$ cat config.mk
export PLATFORM = sky130hd
export DESIGN_NAME = ordering_xfer_ctrl_flat
export DESIGN_NICKNAME = d
export VERILOG_FILES = /design/src/rtl/ordering_xfer_ctrl_if.sv /design/src/rtl/ordering_xfer_ctrl.sv /design/src/flat_wrapper.sv
export SDC_FILE = /design/constraint.sdc
export NUM_CORES = 1
export LEC_CHECK = 0
export ABC_AREA = 1
export BUFFER_PORTS_ARGS = -buffer_cell sky130_fd_sc_hd__buf_2
export CORE_ASPECT_RATIO = 0.7
export CORE_MARGIN = 3
export CORE_UTILIZATION = 27
export CTS_BUF_LIST = sky130_fd_sc_hd__clkbuf_16
export DETAILED_ROUTE_END_ITERATION = 10
export SLEW_MARGIN = 15
export SYNTH_ARGS = -nofsm -noshare
export SYNTH_HDL_FRONTEND = slang
export SYNTH_SLANG_ARGS = --single-unit
$ cat constraint.sdc
create_clock -name clk -period 2.4 [get_ports clk]
set_clock_uncertainty 0.2 [all_clocks]
set_input_delay 0.24 -clock clk [delete_from_list [all_inputs] [get_ports clk]]
set_output_delay 0.24 -clock clk [all_outputs]
set_load 0.03 [all_outputs]
$ cat src/rtl/ordering_xfer_ctrl_if.sv
// ---------------------------------------------------------------------------
// ordering_xfer_ctrl_if
// Bundles every non-clock signal of ordering_xfer_ctrl: the command
// handshake, the host write and read streams, the node_reg beat interface
// and the status outputs.
//   slave  : view used by the controller
//   master : view used by the host / node_reg side (or a testbench)
// Signal names follow the block's port list; widths come from CITY_DIV_LOG.
// ---------------------------------------------------------------------------
interface ordering_xfer_ctrl_if #(
  parameter int CITY_DIV_LOG = 4
);
  // command
  logic                    cmd_valid;
  logic                    cmd_ready;
  logic                    cmd_write;
  logic [CITY_DIV_LOG-1:0] cmd_beats_m1;
  // host write stream
  logic                    wr_valid;
  logic                    wr_ready;
  logic [63:0]             wr_data;
  // host read stream
  logic                    rd_valid;
  logic                    rd_ready;
  logic [63:0]             rd_data;
  // node_reg side
  logic [CITY_DIV_LOG-1:0] ordering_num;
  logic                    ordering_write;
  logic [63:0]             ordering_wdata;
  logic                    ordering_read;
  logic [63:0]             ordering_rdata;
  logic                    ordering_ready;
  // status
  logic                    busy;
  logic                    done;
  logic [31:0]             stall_cycles;

  modport slave (
    input  cmd_valid, cmd_write, cmd_beats_m1,
    output cmd_ready,
    input  wr_valid, wr_data,
    output wr_ready,
    input  rd_ready,
    output rd_valid, rd_data,
    input  ordering_rdata, ordering_ready,
    output ordering_num, ordering_write, ordering_wdata, ordering_read,
    output busy, done, stall_cycles
  );

  modport master (
    output cmd_valid, cmd_write, cmd_beats_m1,
    input  cmd_ready,
    output wr_valid, wr_data,
    input  wr_ready,
    output rd_ready,
    input  rd_valid, rd_data,
    output ordering_rdata, ordering_ready,
    input  ordering_num, ordering_write, ordering_wdata, ordering_read,
    input  busy, done, stall_cycles
  );
endinterface

$ cat src/rtl/ordering_xfer_ctrl.sv
// ---------------------------------------------------------------------------
// ordering_xfer_ctrl
// Sequences host transfers of the ordering (city tour) buffer through
// node_reg. One command (write or read) produces (ordering_num+1) beats per
// node for NODE_NUM nodes. Writes pass host beats straight to node_reg; reads
// issue strobes into node_reg and collect its 2-cycle-late data in a small
// return FIFO so host backpressure never loses a beat.
//
// Ports:
//   clk, reset : clock, asynchronous active-high reset
//   bus        : ordering_xfer_ctrl_if.slave (command, write/read streams,
//                node_reg beat interface, busy/done/stall_cycles)
//
// Optional build macro:
//   ORDERING_XFER_PERF_EN : when defined, stall_cycles counts cycles where a
//                           beat was wanted but could not be taken (saturating,
//                           cleared on command acceptance). Otherwise it is 0.
// ---------------------------------------------------------------------------
module ordering_xfer_ctrl #(
  parameter int NODE_NUM     = 32,
  parameter int CITY_DIV_LOG = 4,
  parameter int RFIFO_DEPTH  = 4
) (
  input  logic clk,
  input  logic reset,
  ordering_xfer_ctrl_if.slave bus
);

  localparam int NW = $clog2(NODE_NUM);
  localparam int AW = $clog2(RFIFO_DEPTH);

  typedef enum logic [2:0] {
    S_IDLE,
    S_WRITE,
    S_READ,
    S_DRAIN,
    S_DONE
  } state_t;

  state_t r_state, w_next;

  logic [CITY_DIV_LOG-1:0] r_num;
  logic [CITY_DIV_LOG-1:0] r_beat;
  logic [NW-1:0]           r_node;

  // read-return FIFO
  logic [63:0] r_mem [RFIFO_DEPTH];
  logic [AW-1:0] r_wptr, r_rptr;
  logic [AW:0]   r_cnt;
  // one token per accepted read beat, aligned with node_reg's read latency
  logic [1:0]    r_dly;

  logic        w_cmd_acc;
  logic        w_wr_stb;
  logic        w_rd_stb;
  logic        w_rd_acc;
  logic        w_acc;
  logic        w_last;
  logic        w_room;
  logic        w_push;
  logic        w_pop;
  logic [AW:0] w_inflight;

  // ---------------------------------------------------------------------
  // strobes and beat acceptance
  // ---------------------------------------------------------------------
  assign w_inflight = {{AW{1'b0}}, r_dly[0]} + {{AW{1'b0}}, r_dly[1]};
  // count beats already owed to the FIFO so data landing 2 cycles later
  // always has a free slot
  assign w_room     = (r_cnt + w_inflight) < (AW+1)'(RFIFO_DEPTH);

  assign w_cmd_acc  = (r_state == S_IDLE) && bus.cmd_valid;
  assign w_wr_stb   = (r_state == S_WRITE) && bus.wr_valid;
  assign w_rd_stb   = (r_state == S_READ) && w_room;
  assign w_rd_acc   = w_rd_stb && bus.ordering_ready;
  assign w_acc      = (w_wr_stb || w_rd_stb) && bus.ordering_ready;
  assign w_last     = (r_beat == r_num) && (r_node == NW'(NODE_NUM - 1));

  assign w_push     = r_dly[1];
  assign w_pop      = (r_cnt != '0) && bus.rd_ready;

  assign bus.cmd_ready      = (r_state == S_IDLE);
  assign bus.busy           = (r_state != S_IDLE);
  assign bus.done           = (r_state == S_DONE);
  assign bus.wr_ready       = (r_state == S_WRITE) && bus.ordering_ready;
  assign bus.ordering_write = w_wr_stb;
  assign bus.ordering_wdata = bus.wr_data;
  assign bus.ordering_read  = w_rd_stb;
  assign bus.ordering_num   = r_num;
  assign bus.rd_valid       = (r_cnt != '0);
  assign bus.rd_data        = r_mem[r_rptr];

  // ---------------------------------------------------------------------
  // FSM
  // ---------------------------------------------------------------------
  always_ff @(posedge clk or posedge reset) begin
    if (reset) r_state <= S_IDLE;
    else       r_state <= w_next;
  end

  always_comb begin
    w_next = r_state;
    case (r_state)
      S_IDLE:  if (bus.cmd_valid) w_next = bus.cmd_write ? S_WRITE : S_READ;
      S_WRITE: if (w_acc && w_last) w_next = S_DONE;
      S_READ:  if (w_acc && w_last) w_next = S_DRAIN;
      // FIFO empty means no pop can be pending either
      S_DRAIN: if ((r_dly == 2'b00) && (r_cnt == '0)) w_next = S_DONE;
      S_DONE:  w_next = S_IDLE;
      default: w_next = S_IDLE;
    endcase
  end

  // ---------------------------------------------------------------------
  // beat / node counters
  // ---------------------------------------------------------------------
  always_ff @(posedge clk or posedge reset) begin
    if (reset) begin
      r_num  <= '0;
      r_beat <= '0;
      r_node <= '0;
    end else if (w_cmd_acc) begin
      r_num  <= bus.cmd_beats_m1;
      r_beat <= '0;
      r_node <= '0;
    end else if (w_acc) begin
      if (r_beat == r_num) begin
        r_beat <= '0;
        r_node <= r_node + 1'b1;
      end else begin
        r_beat <= r_beat + 1'b1;
      end
    end
  end

  // ---------------------------------------------------------------------
  // read latency delay line and return FIFO
  // ---------------------------------------------------------------------
  always_ff @(posedge clk or posedge reset) begin
    if (reset) begin
      r_dly  <= 2'b00;
      r_wptr <= '0;
      r_rptr <= '0;
      r_cnt  <= '0;
    end else begin
      r_dly <= {r_dly[0], w_rd_acc};
      if (w_push) r_wptr <= r_wptr + 1'b1;
      if (w_pop)  r_rptr <= r_rptr + 1'b1;
      case ({w_push, w_pop})
        2'b10:   r_cnt <= r_cnt + 1'b1;
        2'b01:   r_cnt <= r_cnt - 1'b1;
        default: r_cnt <= r_cnt;
      endcase
    end
  end

  // storage needs no reset: entries are only visible once counted
  always_ff @(posedge clk) begin
    if (w_push) r_mem[r_wptr] <= bus.ordering_rdata;
  end

  // ---------------------------------------------------------------------
  // stall counter
  // ---------------------------------------------------------------------
`ifdef ORDERING_XFER_PERF_EN
  logic [31:0] r_stall;
  logic        w_stall;

  // read cycles lose a beat either to FIFO gating or to node_reg not ready
  assign w_stall = ((r_state == S_WRITE) && bus.wr_valid && !bus.ordering_ready) ||
                   ((r_state == S_READ) && (!w_room || !bus.ordering_ready));

  always_ff @(posedge clk or posedge reset) begin
    if (reset)                          r_stall <= '0;
    else if (w_cmd_acc)                 r_stall <= '0;
    else if (w_stall && (r_stall != '1)) r_stall <= r_stall + 1'b1;
  end

  assign bus.stall_cycles = r_stall;
`else
  assign bus.stall_cycles = '0;
`endif

endmodule

$ cat src/flat_wrapper.sv
// flat-port wrapper written by rule: the top's interface ports become plain ports
module ordering_xfer_ctrl_flat 
#(
  parameter int NODE_NUM     = 32,
  parameter int CITY_DIV_LOG = 4,
  parameter int RFIFO_DEPTH  = 4
)
  (clk, reset, bus_cmd_valid, bus_cmd_write, bus_cmd_beats_m1, bus_cmd_ready, bus_wr_valid, bus_wr_data, bus_wr_ready, bus_rd_ready, bus_rd_valid, bus_rd_data, bus_ordering_rdata, bus_ordering_ready, bus_ordering_num, bus_ordering_write, bus_ordering_wdata, bus_ordering_read, bus_busy, bus_done, bus_stall_cycles);
  ordering_xfer_ctrl_if #(.CITY_DIV_LOG(CITY_DIV_LOG)) bus_i ();
  input  logic clk;
  input  logic reset;
  input wire logic [$bits(bus_i.cmd_valid)-1:0] bus_cmd_valid;
  input wire logic [$bits(bus_i.cmd_write)-1:0] bus_cmd_write;
  input wire logic [$bits(bus_i.cmd_beats_m1)-1:0] bus_cmd_beats_m1;
  output wire logic [$bits(bus_i.cmd_ready)-1:0] bus_cmd_ready;
  input wire logic [$bits(bus_i.wr_valid)-1:0] bus_wr_valid;
  input wire logic [$bits(bus_i.wr_data)-1:0] bus_wr_data;
  output wire logic [$bits(bus_i.wr_ready)-1:0] bus_wr_ready;
  input wire logic [$bits(bus_i.rd_ready)-1:0] bus_rd_ready;
  output wire logic [$bits(bus_i.rd_valid)-1:0] bus_rd_valid;
  output wire logic [$bits(bus_i.rd_data)-1:0] bus_rd_data;
  input wire logic [$bits(bus_i.ordering_rdata)-1:0] bus_ordering_rdata;
  input wire logic [$bits(bus_i.ordering_ready)-1:0] bus_ordering_ready;
  output wire logic [$bits(bus_i.ordering_num)-1:0] bus_ordering_num;
  output wire logic [$bits(bus_i.ordering_write)-1:0] bus_ordering_write;
  output wire logic [$bits(bus_i.ordering_wdata)-1:0] bus_ordering_wdata;
  output wire logic [$bits(bus_i.ordering_read)-1:0] bus_ordering_read;
  output wire logic [$bits(bus_i.busy)-1:0] bus_busy;
  output wire logic [$bits(bus_i.done)-1:0] bus_done;
  output wire logic [$bits(bus_i.stall_cycles)-1:0] bus_stall_cycles;
  assign bus_i.cmd_valid = bus_cmd_valid;
  assign bus_i.cmd_write = bus_cmd_write;
  assign bus_i.cmd_beats_m1 = bus_cmd_beats_m1;
  assign bus_cmd_ready = bus_i.cmd_ready;
  assign bus_i.wr_valid = bus_wr_valid;
  assign bus_i.wr_data = bus_wr_data;
  assign bus_wr_ready = bus_i.wr_ready;
  assign bus_i.rd_ready = bus_rd_ready;
  assign bus_rd_valid = bus_i.rd_valid;
  assign bus_rd_data = bus_i.rd_data;
  assign bus_i.ordering_rdata = bus_ordering_rdata;
  assign bus_i.ordering_ready = bus_ordering_ready;
  assign bus_ordering_num = bus_i.ordering_num;
  assign bus_ordering_write = bus_i.ordering_write;
  assign bus_ordering_wdata = bus_i.ordering_wdata;
  assign bus_ordering_read = bus_i.ordering_read;
  assign bus_busy = bus_i.busy;
  assign bus_done = bus_i.done;
  assign bus_stall_cycles = bus_i.stall_cycles;
  ordering_xfer_ctrl #(.NODE_NUM(NODE_NUM), .CITY_DIV_LOG(CITY_DIV_LOG), .RFIFO_DEPTH(RFIFO_DEPTH)) u_core (.clk(clk), .reset(reset), .bus(bus_i));
endmodule
==> flow_metrics.py <==
metrics = {
    "place": {
        "place_congestion": 0.7849,
        "portBuffers": 149,
        "place_worst_setup_slack_ps": 317.7,
        "detailed_place_hpwl_mm": 17.55,
    },
    "critical_path": {
        "critical_path_peak_fanout": 7,
        "cpLargestDelayFamily": "buffers and inverters",
        "cp-end-kind": "primary output",
        "stage_delay_of_the_slowest_cell_on_the_critical_path_ps": 510,
        "critical-path-slowest-cell": "sky130_fd_sc_hd__dfrtp_4",
        "critPathBufInv": 4,
        "cp_arrival_ps": 1980,
        "worstSetupStartpointType": "flip-flop",
        "crit_path_frequent_cell": "sky130_fd_sc_hd__buf_12",
        "worstSetupPathType": "reg -> out",
        "required_ps": 1960,
        "path_cells": "buf_12 -> buf_12 -> buf_16 -> o21ai_2 -> o22ai_2 -> buf_6",
    },
    "layout": {
        "area_growth_syn_to_layout_pct": 39.91,
        "final_core_util": 0.3897,
        "final_net_count": 1279,
        "top_library_cells_by_usage_in_the_layout_fill_and_taps_aside": "256 x sky130_fd_sc_hd__edfxtp_1, 89 x sky130_fd_sc_hd__nor2_1, 84 x sky130_fd_sc_hd__buf_2",
        "drive_above_1_share": 0.3823,
        "final.fill_count": 3868,
        "leading_cell_type_in_the_layout_fill_and_taps_excluded": "sky130_fd_sc_hd__edfxtp_1",
    },
    "yosys": {
        "synth_async_sr_flop_share": 0.08897,
        "netlist.top_cell.by_area": "sky130_fd_sc_hd__edfxtp_1",
        "mappedNetlistArea_sq_mm": 0.01165,
        "synth_top_cell_area_share": 0.6601,
        "synth.lib_cells_used.distinct": 32,
        "syn-instance-count": 905,
        "synth_xor_area_frac": 0.006016,
        "synth.yosys.seq_area_share": 0.7138,
        "synth_edf_count": 256,
        "muxShareOfSynthArea": 0,
        "yosys.area_share.adder": 0.01354,
        "ys_ff_latch": 281,
        "postSynthAreaPerCell_sq_um": 12.87,
        "most_used_dff_post_synth": "sky130_fd_sc_hd__edfxtp_1",
        "synth-compound-area-share": 0.1009,
        "synth-simple-area-share": 0.07499,
        "synth.top_cells.by_area": "sky130_fd_sc_hd__edfxtp_1 66%, sky130_fd_sc_hd__buf_4 6.2%, sky130_fd_sc_hd__o21ai_0 6.1%",
        "combinational_family_with_the_most_area_after_synthesis": "compound AO/OA/AOI/OAI gates",
        "yosys_warnings": 0,
    },
    "floorplan": {
        "initial_utilization": 0.2785,
        "die-area_sq_mm": 0.04570,
        "core_sq_mm": 0.04181,
        "die_height_um": 179.8,
        "placement_rows": 62,
        "floorplan.io_pins": 310,
        "die_x_um": 254.2,
    },
    "timing": {
        "final_period_minus_worst_setup_slack_ps": 2420,
        "finalSetupViolations": 6,
        "layout_setup_ws_ps": -19.97,
        "achievable-frequency_ghz": 0.4132,
        "final.period_utilization": 1.008,
        "final-hold-violation-count": 0,
        "rsz_0062_raised_after_global_routing": "yes",
        "maxSlewViolCount": 0,
    },
    "grt": {
        "antenna_found_initial": 5,
        "wire_length_of_the_first_global_routing_pass_mm": 45.66,
        "globalRouteTotalUtil": 0.1288,
        "grt_total_ovfl": 0,
        "grt_start_max_net_pins": 52,
        "grt_pass1_vias": 7693,
    },
    "power": {
        "worst_ir_drop_vdd_v": 0.0008907,
        "power_leakage_nw": 5.973,
        "netSwitchingPower_mw": 8.443,
        "share_clk_of_total_power": 0.205,
        "intPower_mw": 12.54,
        "power_frac_seq": 0.285,
        "comb_power_share": 0.510,
        "pwr_density_cell_mw_per_mm2": 1288,
        "switching_share": 0.4023,
    },
    "cts": {
        "number_of_clock_sinks": 281,
        "clock_path_buffers": 3,
        "path_clk_slew_ps": 60,
        "cts_buffers": 29,
        "cts_max_level": 1,
        "clk_latency_ps": 570,
        "cts_tree": "done",
        "clock-root-buffer": "sky130_fd_sc_hd__clkbuf_16",
    },
    "route": {
        "dr_vias": 7704,
        "drt-initial-drc-count": 560,
        "routedWlPerCell_um": 19.10,
        "antenna_left": 0,
        "avgViaCountPerCell": 4.537,
        "detailedRoute.firstPassIterationCount": 5,
        "drcViolationCount": 0,
        "wirelength_mm": 32.43,
    },
    "run": {
        "max-cap-violations": 0,
    },
    "run_status": {
        "failing_checks": "negative setup slack",
        "run_status": "complete, but fails checks",
    },
    "min_path": {
        "hold_class": "in -> async",
    },
}
[routing by layer]
layer / vias to the layer above / routed length, um / GRT usage
met1: 3775 / 14330 / 0.1703
met3: 87 / 1897 / 0.03222
li1: 3585 / - / -
met5: - / 27 / 0
met2: 253 / 15040 / 0.2072
met4: 4 / 1138 / 0.04193
[path summary, 6_finish.rpt]
| path | endpoint | slack, ps | startpoint | cells after the start |
|---|---|---|---|---|
| min in group clk | u_core.r_mem[1][34] | 220 | bus_ordering_rdata[34] | 2 |
| max in group asynchronous | u_core.r_node[3] | 1460 | reset | 4 |
| worst min register to register | u_core.r_node[3] | 290 | u_core.r_node[3] | 2 |
| worst min-delay path | u_core.r_beat[3] | 30 | reset | 3 |
| worst max-delay path | bus_rd_data[56] | -20 | u_core.r_rptr[0] | 6 |
| worst max register to register | u_core.r_node[2] | 250 | u_core.r_dly[0] | 14 |
[registers in the layout (all words and copies together), names as in the netlist]
register	count
u_core.r_mem	256
u_core.r_node	5
u_core.bus.ordering_num	4
u_core.r_beat	4
u_core.r_cnt	3
u_core.r_state	3
u_core.r_dly	2
u_core.r_rptr	2
u_core.r_wptr	2
[stage by stage]
| step | hold WS, ps | setup TNS (ps) | power, mW | std cells | instance area, sq um |
|---|---|---|---|---|---|
| floorplan | 67.32 | 0 | 10.76 | 936 | 11780 |
| global placement | 44.83 | 0 | 12.68 | 1517 | 12640 |
| detailed placement | 68.25 | 0 | 12.76 | 1517 | 12640 |
| CTS | 3.011 | -2747 | 19.02 | 1673 | 15090 |
| global route | 48.08 | -3428 | 22.02 | 1698 | 16290 |
| finish | 31.95 | -42.26 | 20.99 | 1698 | 16290 |
[area by class of cell]
| class | instances | area (sq um) | share of cell area |
|---|---|---|---|
| diodes | 3 | 7.507 | 0.0004607 |
| clock buffers | 29 | 725.7 | 0.04454 |
| clock inverters | 25 | 178.9 | 0.01098 |
| inverters | 40 | 198.9 | 0.01221 |
| multi-input cells | 476 | 3153 | 0.1935 |
| flip-flops and latches | 281 | 8319 | 0.5106 |
| well taps | 544 | 680.7 | 0.04177 |
| repair buffers | 298 | 2998 | 0.1840 |
| repair inverters | 2 | 32.53 | 0.001996 |
[worst min-delay path: stages]
cell and delay, ps:
sky130_fd_sc_hd__dlygate4sd3_1 540, sky130_fd_sc_hd__buf_2 120, sky130_fd_sc_hd__inv_1 340
[what timing repair did]
item                                    4_1_cts  5_1_grt
pin swaps                                    15       57
cloned                                        9       12
hold endpoints to repair                    301        0
gates resized for setup                     148      262
endpoints found under the setup margin       65       66
buffers inserted                             18       12
hold buffers                                 75        0
[power groups by stage]
stage                     registers, mW  logic [mW]  clock network [mW]
final                              5.97        10.7                4.31
after global routing               6.00        11.4                4.62
after CTS                          5.96        8.64                4.42
after detailed placement           6.05        6.71                   0
after global placement             6.04        6.64                   0
after floorplan                    6.02        4.73                   0
[synth_stat cells (3+ instances only)]
cell type / count
sky130_fd_sc_hd__ha_1: 11
sky130_fd_sc_hd__xor2_1: 7
sky130_fd_sc_hd__a21oi_1: 4
sky130_fd_sc_hd__edfxtp_1: 256
sky130_fd_sc_hd__nor2_1: 139
sky130_fd_sc_hd__clkbuf_1: 31
sky130_fd_sc_hd__nand3_1: 9
sky130_fd_sc_hd__nand4_1: 3
sky130_fd_sc_hd__inv_1: 38
sky130_fd_sc_hd__dfrtp_1: 25
sky130_fd_sc_hd__o21ai_2: 5
sky130_fd_sc_hd__buf_2: 11
sky130_fd_sc_hd__nand2_1: 46
sky130_fd_sc_hd__nand2_2: 3
sky130_fd_sc_hd__buf_4: 96
sky130_fd_sc_hd__o21ai_0: 142
sky130_fd_sc_hd__o22ai_1: 64
[cells by family (layout without fill, tap and decap cells)]
family                   count (synthesis)  in the layout
AND/OR/NAND/NOR                        209            209
other                                    1             35
buffers and inverters                  179            394
XOR/XNOR                                 8              8
AO/OA/AOI/OAI                          215            215
adder cells (fa/ha/maj)                 12             12
flip-flops                             281            281
Note: power is estimated with default switching activity, not from simulation.
